File: src/rtl/dilithium_pkg.sv
// Shared constants and FSM encoding for the Dilithium pointwise-multiply datapath.
package dilithium_pkg;

  localparam int unsigned Q          = 8380417;
  localparam int unsigned Q_WIDTH    = 23;
  localparam int unsigned DATA_WIDTH = 48;
  localparam int unsigned N_COEFF    = 256;

  typedef enum logic [2:0] {
    S_IDLE  = 3'd0,
    S_MUL   = 3'd1,
    S_ISSUE = 3'd2,
    S_WAIT  = 3'd3,
    S_OUT   = 3'd4
  } state_t;

endpackage

File: src/rtl/pointwise_mul_issue_coeff_mul.sv
// coeff_mul: Q_WIDTH x Q_WIDTH unsigned multiplier with a registered,
// zero-extended DATA_WIDTH result. The register only loads when en is high,
// so the product stays stable for the reducer until the next load.
module coeff_mul #(
  parameter int DATA_WIDTH = 48,
  parameter int Q_WIDTH    = 23
) (
  input  logic                  clk,
  input  logic                  rst_n,
  input  logic                  en,
  input  logic [Q_WIDTH-1:0]    a,
  input  logic [Q_WIDTH-1:0]    b,
  output logic [DATA_WIDTH-1:0] prod
);

  localparam int PW = 2 * Q_WIDTH;

  logic [PW-1:0] full_p0;

  assign full_p0 = PW'(a) * PW'(b);

  // Product register: loads once per coefficient, held otherwise
  always_ff @(posedge clk or negedge rst_n) begin
    if (!rst_n) begin
      prod <= '0;
    end else if (en) begin
      prod <= DATA_WIDTH'(full_p0);
    end
  end

endmodule

File: src/rtl/pointwise_mul_issue.sv
// pointwise_mul_issue: accepts one coefficient pair, multiplies it, issues the
// product to an external reducer, waits for its result and streams it out.
// Optional feature: define OPERAND_CHECK_EN to add the operand_err output,
// which flags accepted operands that are not reduced modulo Q.
module pointwise_mul_issue #(
  parameter int DATA_WIDTH = dilithium_pkg::DATA_WIDTH,
  parameter int Q_WIDTH    = dilithium_pkg::Q_WIDTH,
  parameter int N_COEFF    = dilithium_pkg::N_COEFF
) (
  input  logic                  clk,
  input  logic                  rst_n,
  input  logic                  in_valid,
  output logic                  in_ready,
  input  logic [Q_WIDTH-1:0]    a_in,
  input  logic [Q_WIDTH-1:0]    b_in,
  output logic                  red_start,
  output logic [DATA_WIDTH-1:0] red_data,
  input  logic                  red_done,
  input  logic [Q_WIDTH-1:0]    red_result,
  output logic                  out_valid,
  input  logic                  out_ready,
  output logic [Q_WIDTH-1:0]    out_data,
  output logic                  out_last,
  output logic                  busy
`ifdef OPERAND_CHECK_EN
  ,
  output logic                  operand_err
`endif
);

  import dilithium_pkg::*;

  localparam int CNT_W = (N_COEFF > 1) ? $clog2(N_COEFF) : 1;
  localparam logic [CNT_W-1:0] LAST_IDX = CNT_W'(N_COEFF - 1);

  state_t             state;
  logic [CNT_W-1:0]   coeff_cnt;
  logic [Q_WIDTH-1:0] a_p0;
  logic [Q_WIDTH-1:0] b_p0;
  logic               accept;
  logic               mul_en;

  assign accept = (state == S_IDLE) && in_valid;
  assign mul_en = (state == S_MUL);

  // Operand capture on acceptance; operands pass through unreduced
  always_ff @(posedge clk) begin
    if (accept) begin
      a_p0 <= a_in;
      b_p0 <= b_in;
    end
  end

  // Stage p0 -> p1: product registered in MUL, held through ISSUE and WAIT
  coeff_mul #(
    .DATA_WIDTH (DATA_WIDTH),
    .Q_WIDTH    (Q_WIDTH)
  ) u_coeff_mul (
    .clk   (clk),
    .rst_n (rst_n),
    .en    (mul_en),
    .a     (a_p0),
    .b     (b_p0),
    .prod  (red_data)
  );

  // Control FSM with registered handshake outputs and coefficient counter
  always_ff @(posedge clk or negedge rst_n) begin
    if (!rst_n) begin
      state     <= S_IDLE;
      coeff_cnt <= '0;
      in_ready  <= 1'b1;
      red_start <= 1'b0;
      out_valid <= 1'b0;
      out_data  <= '0;
      out_last  <= 1'b0;
      busy      <= 1'b0;
    end else begin
      case (state)
        S_IDLE: begin
          if (in_valid) begin
            state    <= S_MUL;
            in_ready <= 1'b0;
            busy     <= 1'b1;
          end
        end
        S_MUL: begin
          state     <= S_ISSUE;
          red_start <= 1'b1;
        end
        S_ISSUE: begin
          state     <= S_WAIT;
          red_start <= 1'b0;
        end
        S_WAIT: begin
          // red_done is only meaningful here; elsewhere it is ignored
          if (red_done) begin
            state     <= S_OUT;
            out_valid <= 1'b1;
            out_data  <= red_result;
            out_last  <= (coeff_cnt == LAST_IDX);
          end
        end
        S_OUT: begin
          if (out_ready) begin
            state     <= S_IDLE;
            out_valid <= 1'b0;
            out_last  <= 1'b0;
            in_ready  <= 1'b1;
            busy      <= 1'b0;
            coeff_cnt <= (coeff_cnt == LAST_IDX) ? '0 : coeff_cnt + 1'b1;
          end
        end
        default: begin
          state <= S_IDLE;
        end
      endcase
    end
  end

`ifdef OPERAND_CHECK_EN
  // One-cycle flag for an accepted operand that is not below Q
  always_ff @(posedge clk or negedge rst_n) begin
    if (!rst_n) begin
      operand_err <= 1'b0;
    end else begin
      operand_err <= accept && ((a_in >= Q_WIDTH'(Q)) || (b_in >= Q_WIDTH'(Q)));
    end
  end
`endif

endmodule

File: config.mk
export PLATFORM = sky130hd
export DESIGN_NAME = pointwise_mul_issue
export DESIGN_NICKNAME = d
export VERILOG_FILES = /design/src/rtl/dilithium_pkg.sv /design/src/rtl/pointwise_mul_issue_coeff_mul.sv /design/src/rtl/pointwise_mul_issue.sv
export SDC_FILE = /design/constraint.sdc
export NUM_CORES = 1
export LEC_CHECK = 0
export ABC_AREA = 0
export CAP_MARGIN = 40
export CELL_PAD_IN_SITES_DETAIL_PLACEMENT = 0
export CELL_PAD_IN_SITES_GLOBAL_PLACEMENT = 1
export CORE_MARGIN = 10
export CORE_UTILIZATION = 40
export DETAILED_ROUTE_END_ITERATION = 10
export GPL_ROUTABILITY_DRIVEN = 0
export GPL_TIMING_DRIVEN = 1
export PLACE_DENSITY = 0.67
export SLEW_MARGIN = 10
export SYNTH_ARGS = -nofsm -noshare
export SYNTH_HDL_FRONTEND = slang
export SYNTH_SLANG_ARGS = --single-unit
File: constraint.sdc
create_clock -name clk -period 7 [get_ports clk]
set_input_delay 1.4 -clock clk [delete_from_list [all_inputs] [get_ports clk]]
set_output_delay 1.4 -clock clk [all_outputs]
set_load 0.01 [all_outputs]
# Yosys cells after proc, flatten, opt, wreduce, memory -nomap -nowiden
# Index checks and enable logic that the tools add are counted.
totals:
  register_bits: 131
  latch_bits: 0
  mem_bits_rw: 0
  romBits: 0
  in_bits: 74
  out_inout_bits: 76
  word_cells: 47
  n_memories: 0
op_classes:
  addsub: 1
  n_mul: 1
  n_div: 0
  n_lt_le_gt_ge: 0
  eq_ne: 8
  shifts: 0
  mux: 16
  bitwise: 0
  reduce_logical: 10
op_table:
  columns: ["cell", "count"]
  rows:
  - ["multiplier 23 x 23 -> 46 bit", 1]
  - ["case mux 3 bit (5 select lines)", 1]
  - ["case mux 1 bit (2 select lines)", 5]
  - ["two-way mux 3 bit", 3]
  - ["AND reduction 3 bit", 3]
  - ["adder 8 x 1 -> 8 bit (second input constant)", 1]
  - ["== test 8 bit (second input constant)", 1]
  - ["two-way mux 8 bit", 1]
  - ["== test 3 x 2 -> 1 bit (second input constant)", 2]
  - ["two-way mux 1 bit", 6]
  - ["inequality test 2 bit (second input constant)", 3]
  - ["nonzero test 2 bit", 3]
  - ["AND reduction 2 bit", 2]
  - ["== test 3 x 1 -> 1 bit (second input constant)", 1]
  - ["== test 3 bit (second input constant)", 1]
  - ["zero test 3 bit", 1]
  - ["logical AND 1 bit", 1]

# Logic depth before layout (Yosys ltp)
# Gate-level depths: netlist (run 1).
logic_depth:
  depth_word: 3
  mapped_depth: 25
  ltp_nobuf: 24

# By module
# Synthesis (run 1) repeated with hierarchy kept, for this count alone.
hier_totals:
  hier_cells: 2380
  hier_area_um2: 22881.9
by_module_without_submodules:
  columns: ["module", "instances", "cells_each", "area_per_inst_um2", "seq_area_each_um2"]
  rows:
  - ["coeff_mul", 1, 2212, 19789.0, 1151.1]
  - ["pointwise_mul_issue", 1, 168, 3093.0, 2358.5]

# Worst setup path before layout (run 1)
# OpenSTA, ideal clock, no wires.
synth_path:
  kind: "input to register"
  start: "in in_valid"
  end: "reg a_p0[0] (enable)"
  setup_ns: 0.586
  t_arrival_ns: 6.230
  required_time_ns: 6.414
  path_slack_ns: 0.183
  stages: 1
  path_buffers: 0
  cell_sequence: "nor4b_1"
synth_between:
  elab_chain_len: 1
synth_rtl:
  columns: ["element", "line", "source"]
  rows:
  - ["from (decl)", "pointwise_mul_issue.sv:12", "input logic in_valid,"]
  - ["logical AND 1 bit", "pointwise_mul_issue.sv:43", "assign accept = (state == S_IDLE) && in_valid;"]
  - ["to (signal assigned)", "pointwise_mul_issue.sv:49", "a_p0 <= a_in;"]
  - ["to (decl)", "pointwise_mul_issue.sv:38", "logic [Q_WIDTH-1:0] a_p0;"]
# Every way passes these cells.
# A chain may end at the register's enable or synchronous reset.

# Worst setup path after layout (run 1)
layout_path:
  start: "reg a_p0[8]"
  end: "reg u_coeff_mul.prod[45]"
layout_between:
  elab_chain_len: 1
layout_rtl:
  columns: ["element", "line", "source"]
  rows:
  - ["multiplier 23 x 23 -> 46 bit", "pointwise_mul_issue_coeff_mul.sv:20", "assign full_p0 = PW'(a) * PW'(b);"]
  - ["to (signal assigned)", "pointwise_mul_issue_coeff_mul.sv:27", "prod <= DATA_WIDTH'(full_p0);"]
  - ["to (decl)", "pointwise_mul_issue_coeff_mul.sv:13", "output logic [DATA_WIDTH-1:0] prod"]
# Every way passes these cells.

==> results of run 1 <==
-- synth_stat cells, drive strengths merged, types with 4 or more instances --
master	count
inv	492
fa	438
nand2	396
and2	236
ha	173
clkbuf	117
dfrtp	84
o21ai	66
a21oi	50
edfxtp	46
nor2	37
xnor2	26
mux2	23
nand3	19
nand4	19
xor2	16
nor3	12
a21o	11
o21a	11
nor2b	8
o21bai	7
and3	6
a31oi	5
buf	5
o31ai	5
a211oi	4
a21boi	4
nand2b	4
o221ai	4
or4	4
-- flip-flops by register name, summed over array words and instances (netlist names) --
signal	cells
u_coeff_mul.prod	46
a_p0	23
b_p0	23
out_data	23
coeff_cnt	8
state	3
busy	1
in_ready	1
out_last	1
out_valid	1
red_start	1
-- logic make-up (layout without fill, tap and decap cells) --
group / count (synthesis) / in the layout / synth area share [%]
mux: 24 / 24 / 1.21
fa+ha+maj: 611 / 611 / 49.2
flops: 131 / 131 / 15.8
other cells: 1 / 2 / 0.0169
compound gates: 187 / 187 / 5.34
xor+xnor: 42 / 42 / 1.66
simple gates: 752 / 752 / 16.2
buf+inv: 614 / 801 / 10.5
-- routing by layer --
layer  part of all wire (%)  up-vias  GRT usage [%]
met5                  0.012        -              0
met4                    1.3        2           4.13
met3                    7.5       45           5.32
met2                     44      415           29.8
met1                     47     8290           26.9
li1                       -     7435              -
-- area by class of cell --
cell class                      instances  area, sq um
Clock buffer                           18          450
Clock inverter                         14          114
Fill cell                            5246        28900
Inverter                              492         1850
Multi-Input combinational cell       1618        16600
Sequential cell                       131         3510
Tap cell                              748          936
Timing Repair Buffer                  277         2700
-- through the flow --
step	setup TNS (ps)	area [sq um]	instances
2_1_floorplan	0	22200	2363
3_3_place_gp	-86.6	24900	3225
3_5_place_dp	-181	25000	3227
4_1_cts	0	25600	3265
5_1_grt	-19.8	26100	3298
6_report	0	26100	3298
-- timing repair --
action	CTS	global route
endpoints found under the setup margin	8	20
pin swaps	0	19
gates resized for setup	1	47
buffers inserted	6	33
-- worst max-delay path: stages (launching register included) --
cell,delay [ps]
sky130_fd_sc_hd__edfxtp_1,450
sky130_fd_sc_hd__buf_6,180
sky130_fd_sc_hd__buf_4,180
sky130_fd_sc_hd__and2_1,170
sky130_fd_sc_hd__fa_1,480
sky130_fd_sc_hd__inv_1,50
sky130_fd_sc_hd__fa_1,470
sky130_fd_sc_hd__inv_1,50
sky130_fd_sc_hd__fa_1,480
sky130_fd_sc_hd__fa_2,630
sky130_fd_sc_hd__fa_1,470
sky130_fd_sc_hd__fa_1,410
sky130_fd_sc_hd__fa_1,480
sky130_fd_sc_hd__ha_1,360
sky130_fd_sc_hd__a21oi_2,200
sky130_fd_sc_hd__o21a_1,190
sky130_fd_sc_hd__o311ai_1,120
sky130_fd_sc_hd__nor3_1,350
sky130_fd_sc_hd__o21ai_4,110
sky130_fd_sc_hd__nor3b_2,180
sky130_fd_sc_hd__or4_1,400
sky130_fd_sc_hd__a31o_2,260
-- worst max-delay path by stage --
| stage | end | start | depth (start not counted) |
|---|---|---|---|
| after floorplan | a_p0[0]$_DFFE_PP_ | in_valid | 1 |
| after global placement | u_coeff_mul.prod[38]$_DFFE_PN0P_ | a_p0[12]$_DFFE_PP_ | 24 |
| after detailed placement | u_coeff_mul.prod[38]$_DFFE_PN0P_ | a_p0[12]$_DFFE_PP_ | 24 |
| after CTS | u_coeff_mul.prod[39]$_DFFE_PN0P_ | a_p0[9]$_DFFE_PP_ | 20 |
| after global routing | u_coeff_mul.prod[38]$_DFFE_PN0P_ | a_p0[6]$_DFFE_PP_ | 24 |
| final | u_coeff_mul.prod[45]$_DFFE_PN0P_ | a_p0[8]$_DFFE_PP_ | 21 |
==> impl_metrics.py, run 1 <==
metrics = {
    "global_routing": {
        "number_of_antenna_violations_at_the_first_check_in_global_routing": 1,
        "number_of_global_route_vias_before_repair": 17989,
        "largest_net_degree_at_the_start_of_global_routing": 80,
        "grt_use_total_pct": 19.4,
        "leftover_overflow_at_the_end_of_global_routing": 0,
        "grt_pass1_wl_mm": 101,
    },
    "timing": {
        "worstMarginPinSlew_ps": 812,
        "setup_slack_ps": 233,
        "fin_crit_sh_pct": 96.7,
        "fin_worst_skew_ps": 23.2,
        "layout_min_cycle_time_ps": 6770,
        "timing.max_slew.rel_slack_pct": 45.9,
        "final_hold_viol_count": 0,
        "worst_hold_slack_ps": 472,
        "setup_viol_count_final": 0,
        "finalMaxSlewViolations": 0,
        "clock.fmax_mhz": 148,
    },
    "clock_network": {
        "clock_sink_count": 131,
        "clk_transition_reported_paths_ps": 80,
        "worstSkewPairLatency_ps": 490,
        "cts_tree": "yes",
        "htree_num_levels": 4,
        "cts_buffer_depth": 2,
        "cts_inserted_buffers": 17,
        "cts.root.buffer_cell": "sky130_fd_sc_hd__clkbuf_16",
        "ctsHoldBuffers": 0,
    },
    "final_layout": {
        "antenna-diode-count": 0,
        "drive_gt1_share_pct": 9.37,
        "utilization_of_the_core_after_routing_pct": 47.5,
        "synthesis_to_layout_area_growth_pct": 17.6,
        "layout_commonest_cell": "sky130_fd_sc_hd__inv_1",
        "nets": 3222,
        "mostFrequentLayoutCells": "491 x sky130_fd_sc_hd__inv_1, 434 x sky130_fd_sc_hd__fa_1, 391 x sky130_fd_sc_hd__nand2_1",
    },
    "synthesis": {
        "postSynthAreaPerCell_sq_um": 9.40,
        "ys_async_sr_fraction_pct": 64.9,
        "synth-edff-count": 46,
        "synth_top_cell_by_area": "sky130_fd_sc_hd__fa_1",
        "synth_largest_type_area_fraction_pct": 39.5,
        "postSynth.topFlopCell": "sky130_fd_sc_hd__dfrtp_1",
        "gate_count_after_technology_mapping": 2362,
        "yosysWarnings": 0,
        "synth.distinct_cells": 65,
        "synthesis.area_sq_um": 22200,
        "top_cells_by_area_synth": "sky130_fd_sc_hd__fa_1 39%, sky130_fd_sc_hd__ha_1 9.8%, sky130_fd_sc_hd__dfrtp_1 9.5%",
        "ys_seq_elements": 131,
        "synth_sequential_area_ratio_pct": 15.8,
    },
    "worst_setup_path": {
        "worstPathMaxFanout": 10,
        "critical_path.reg2reg.endpoint": "u_coeff_mul.prod[45]$_DFFE_PN0P_",
        "critical_path.endpoint_type": "flip-flop",
        "setup.reg_to_reg.worst_slack_ps": 230,
        "crit_path_start_kind": "flip-flop",
        "reg2reg_start": "a_p0[8]$_DFFE_PP_",
        "critPathKind": "flip-flop to flip-flop",
        "worst_path_required_time_ps": 7380,
        "reg2reg_depth": 21,
        "endpoint_arrival_time_on_the_critical_path_ps": 7150,
    },
    "routing": {
        "routed_wl_mm": 60.8,
        "post-route-drc-count": 0,
        "drt_pass1_iterations": 5,
        "ant_nets": 0,
        "detailroute.via_count": 16187,
        "number_of_drc_violations_after_detailed_routing_iteration_0": 914,
        "routed_wire_length_per_instance_microns": 18.4,
        "avgViaCountPerCell": 4.91,
    },
    "floorplan": {
        "start_util_pct": 40.4,
        "floorplan.core_area_sq_um": 55000,
        "dieHeight_microns": 256,
        "design.portCount": 150,
        "die_width_microns": 256,
        "die-area_sq_um": 65300,
        "fp-row-count": 86,
    },
    "worst_hold_path": {
        "hold_end": "u_coeff_mul.prod[0]$_DFFE_PN0P_",
        "hold_class": "flip-flop to flip-flop",
        "worst_hold_path.num_cells": 2,
        "hp-start": "u_coeff_mul.prod[0]$_DFFE_PN0P_",
    },
    "place": {
        "dp_slack_ps": -89.0,
        "io_buffers": 147,
        "detailed_placement_wirelength_estimate_mm": 51.1,
    },
    "status": {
        "run_status": "finished, final reports clean",
    },
    "job": {
        "drv.max_cap_violation_count": 0,
    },
}
Power of run 1 is not shown: default switching activity piles up to over one toggle a cycle in this logic, so the estimate is an artifact.
==> run 2, diff against run 1 <==
--- a/config.mk
+++ b/config.mk
@@ -13,7 +13,7 @@
 export CORE_UTILIZATION = 40
 export DETAILED_ROUTE_END_ITERATION = 10
 export GPL_ROUTABILITY_DRIVEN = 0
-export GPL_TIMING_DRIVEN = 1
+export GPL_TIMING_DRIVEN = 0
 export PLACE_DENSITY = 0.67
 export SLEW_MARGIN = 10
 export SYNTH_ARGS = -nofsm -noshare
==> constraint.sdc (replaced) <==
create_clock -name clk -period 6.7 [get_ports clk]
set_input_delay 1.34 -clock clk [delete_from_list [all_inputs] [get_ports clk]]
set_output_delay 1.34 -clock clk [all_outputs]
set_load 0.01 [all_outputs]
==> run 2 against run 1 <==
Clock-buffer cell count down 1. Flip-flop and latch count unchanged. Critical endpoint unchanged. Largest cell class unchanged. Fmax down 1.4%. Worst hold slack better by 0.67 ps. Wire length up 22%. Via count up 6.3%. Design area up 5.1%. Global-route usage up 3.8 points. Final cell count up 3.5%. Register-to-register slack worse by 400 ps. Critical path type unchanged. Worst setup slack worse by 400 ps. Utilization up 2.4 points. The flow now finishes with violations (setup timing).
==> impl_metrics.py, run 2 (same netlist as run 1, synthesis figures left out) <==
metrics = {
    "clock_network": {
        "cts.root.buffer_cell": "sky130_fd_sc_hd__clkbuf_16",
        "htree_num_levels": 4,
        "clock_sink_count": 131,
        "cts_buffer_depth": 2,
        "ctsHoldBuffers": 0,
        "cts_inserted_buffers": 17,
        "cts_tree": "yes",
        "clk_transition_reported_paths_ps": 80,
        "worstSkewPairLatency_ps": 490,
    },
    "worst_setup_path": {
        "crit_path_start_kind": "flip-flop",
        "critical_path.endpoint_type": "flip-flop",
        "worstPathMaxFanout": 10,
        "critPathKind": "flip-flop to flip-flop",
        "worst_path_required_time_ps": 7080,
        "endpoint_arrival_time_on_the_critical_path_ps": 7250,
        "reg2reg_depth": 22,
    },
    "floorplan": {
        "die_width_microns": 256,
        "floorplan.core_area_sq_um": 55000,
        "fp-row-count": 86,
        "design.portCount": 150,
        "start_util_pct": 40.4,
        "die-area_sq_um": 65300,
        "dieHeight_microns": 256,
    },
    "place": {
        "dp_slack_ps": -981,
        "detailed_placement_wirelength_estimate_mm": 59.8,
        "io_buffers": 147,
    },
    "final_layout": {
        "nets": 3335,
        "layout_commonest_cell": "sky130_fd_sc_hd__inv_1",
        "synthesis_to_layout_area_growth_pct": 23.5,
        "registers.top_by_ff_count": "u_coeff_mul.prod",
        "utilization_of_the_core_after_routing_pct": 49.9,
        "largest_register_ff_count": 46,
        "fill_cells": 5196,
        "mostFrequentLayoutCells": "480 x sky130_fd_sc_hd__inv_1, 426 x sky130_fd_sc_hd__fa_1, 391 x sky130_fd_sc_hd__nand2_1",
        "drive_gt1_share_pct": 14.8,
    },
    "global_routing": {
        "leftover_overflow_at_the_end_of_global_routing": 0,
        "grt_pass1_wl_mm": 115,
        "largest_net_degree_at_the_start_of_global_routing": 64,
        "number_of_antenna_violations_at_the_first_check_in_global_routing": 2,
        "number_of_global_route_vias_before_repair": 18722,
        "grt_use_total_pct": 23.2,
    },
    "timing": {
        "setup_viol_count_final": 7,
        "layout_min_cycle_time_ps": 6860,
        "final_hold_viol_count": 0,
        "clock.fmax_mhz": 146,
        "worst_hold_slack_ps": 473,
        "finalMaxSlewViolations": 0,
        "tns_ps": -546,
        "rsz0062_at_grt": "yes",
        "timing.max_slew.rel_slack_pct": 52.6,
        "fin_worst_skew_ps": 19.8,
        "fin_crit_sh_pct": 102,
        "worstMarginPinSlew_ps": 703,
        "setup_slack_ps": -164,
    },
    "routing": {
        "routed_wl_mm": 74.2,
        "routed_wire_length_per_instance_microns": 21.7,
        "post-route-drc-count": 0,
        "detailroute.via_count": 17209,
        "ant_nets": 0,
        "number_of_drc_violations_after_detailed_routing_iteration_0": 1026,
        "avgViaCountPerCell": 5.04,
        "drt_pass1_iterations": 7,
    },
    "job": {
        "drv.max_cap_violation_count": 0,
    },
    "status": {
        "run_status": "finished with violations",
        "failed_checks": "setup timing",
    },
    "worst_hold_path": {
        "hold_class": "flip-flop to flip-flop",
        "worst_hold_path.num_cells": 1,
    },
}
==> run 2: changes by cell type in the layout (fill, tap and decap cells not counted), sizes merged <==
cell	previous run	this run
buf	131	147
bufinv	0	2
clkbuf	18	114
clkinv	3	1
clkinvlp	3	2
diode	0	1
inv	500	502
==> run 2: per-stage QoR <==
stage	cell area (sq um)	std cells
after floorplan	22200	2363
after global placement	24600	3258
after detailed placement	24800	3272
after CTS	27000	3387
after global routing	27400	3411
final	27400	3412
==> run 2: final timing paths <==
check,to,from,slack [ps]
worst min-delay path,coeff_cnt[4]$_DFFE_PN0P_,coeff_cnt[4]$_DFFE_PN0P_,470
min in group asynchronous,u_coeff_mul.prod[43]$_DFFE_PN0P_,rst_n,750
worst max register to register,u_coeff_mul.prod[45]$_DFFE_PN0P_,b_p0[18]$_DFFE_PP_,-160
worst min register to register,coeff_cnt[4]$_DFFE_PN0P_,coeff_cnt[4]$_DFFE_PN0P_,470
worst max-delay path,u_coeff_mul.prod[45]$_DFFE_PN0P_,b_p0[18]$_DFFE_PP_,-160
max in group asynchronous,out_data[9]$_DFFE_PN0P_,rst_n,5310
==> run 2: repair_timing <==
| item | in CTS | in global routing |
|---|---|---|
| pin swaps | 42 | 40 |
| gates resized for setup | 272 | 92 |
| setup endpoints to repair | 29 | 23 |
| buffers inserted | 89 | 26 |
| hold endpoints to repair | 0 | 0 |
| gates cloned | 1 | 0 |
==> run 2: worst max-delay path, stage by stage (launching register included) <==
cell	delay, ps
sky130_fd_sc_hd__edfxtp_1	520
sky130_fd_sc_hd__buf_4	210
sky130_fd_sc_hd__clkbuf_4	230
sky130_fd_sc_hd__nand2_1	100
sky130_fd_sc_hd__fa_1	510
sky130_fd_sc_hd__inv_1	60
sky130_fd_sc_hd__fa_1	540
sky130_fd_sc_hd__fa_1	440
sky130_fd_sc_hd__fa_1	530
sky130_fd_sc_hd__fa_1	450
sky130_fd_sc_hd__fa_1	500
sky130_fd_sc_hd__inv_1	50
sky130_fd_sc_hd__fa_1	470
sky130_fd_sc_hd__inv_1	40
sky130_fd_sc_hd__ha_2	330
sky130_fd_sc_hd__a21oi_2	200
sky130_fd_sc_hd__o21a_1	190
sky130_fd_sc_hd__o311ai_0	180
sky130_fd_sc_hd__nor3_2	250
sky130_fd_sc_hd__o21ai_4	130
sky130_fd_sc_hd__nor3b_4	170
sky130_fd_sc_hd__or4_1	420
sky130_fd_sc_hd__a31o_2	220
==> run 2: cell type report <==
class	count	area [sq um]	area share, %
multi-input combinational	1618	16900	61.8
clock buffer	17	425	1.55
antenna	1	2.50	0.00913
inverter	492	1850	6.73
timing repair buffer	277	2600	9.49
sequential	131	3510	12.8
buffer	113	982	3.58
clock inverter	15	184	0.671
tap	748	936	3.41
==> run 2: routing by layer <==
layer,part of all wire (%),GRT usage (%),vias to the layer above,routed length (microns)
met4,3.4,7.69,0,2490
met3,7.9,5.63,111,5840
met5,0,0,-,0
li1,-,-,7674,-
met1,44,31.1,8840,32500
met2,45,36.4,584,33300
Power of run 2 is left out for the same reason.
==> run 3, diff against run 2 <==
--- a/config.mk
+++ b/config.mk
@@ -6,6 +6,7 @@
 export NUM_CORES = 1
 export LEC_CHECK = 0
 export ABC_AREA = 0
+export ABC_CLOCK_PERIOD_IN_PS = 6700
 export CAP_MARGIN = 40
 export CELL_PAD_IN_SITES_DETAIL_PLACEMENT = 0
 export CELL_PAD_IN_SITES_GLOBAL_PLACEMENT = 1
==> results of run 3 <==
The final DEF is identical to that of run 2; final timing and power are the same.
Power of run 3 is left out for the same reason.
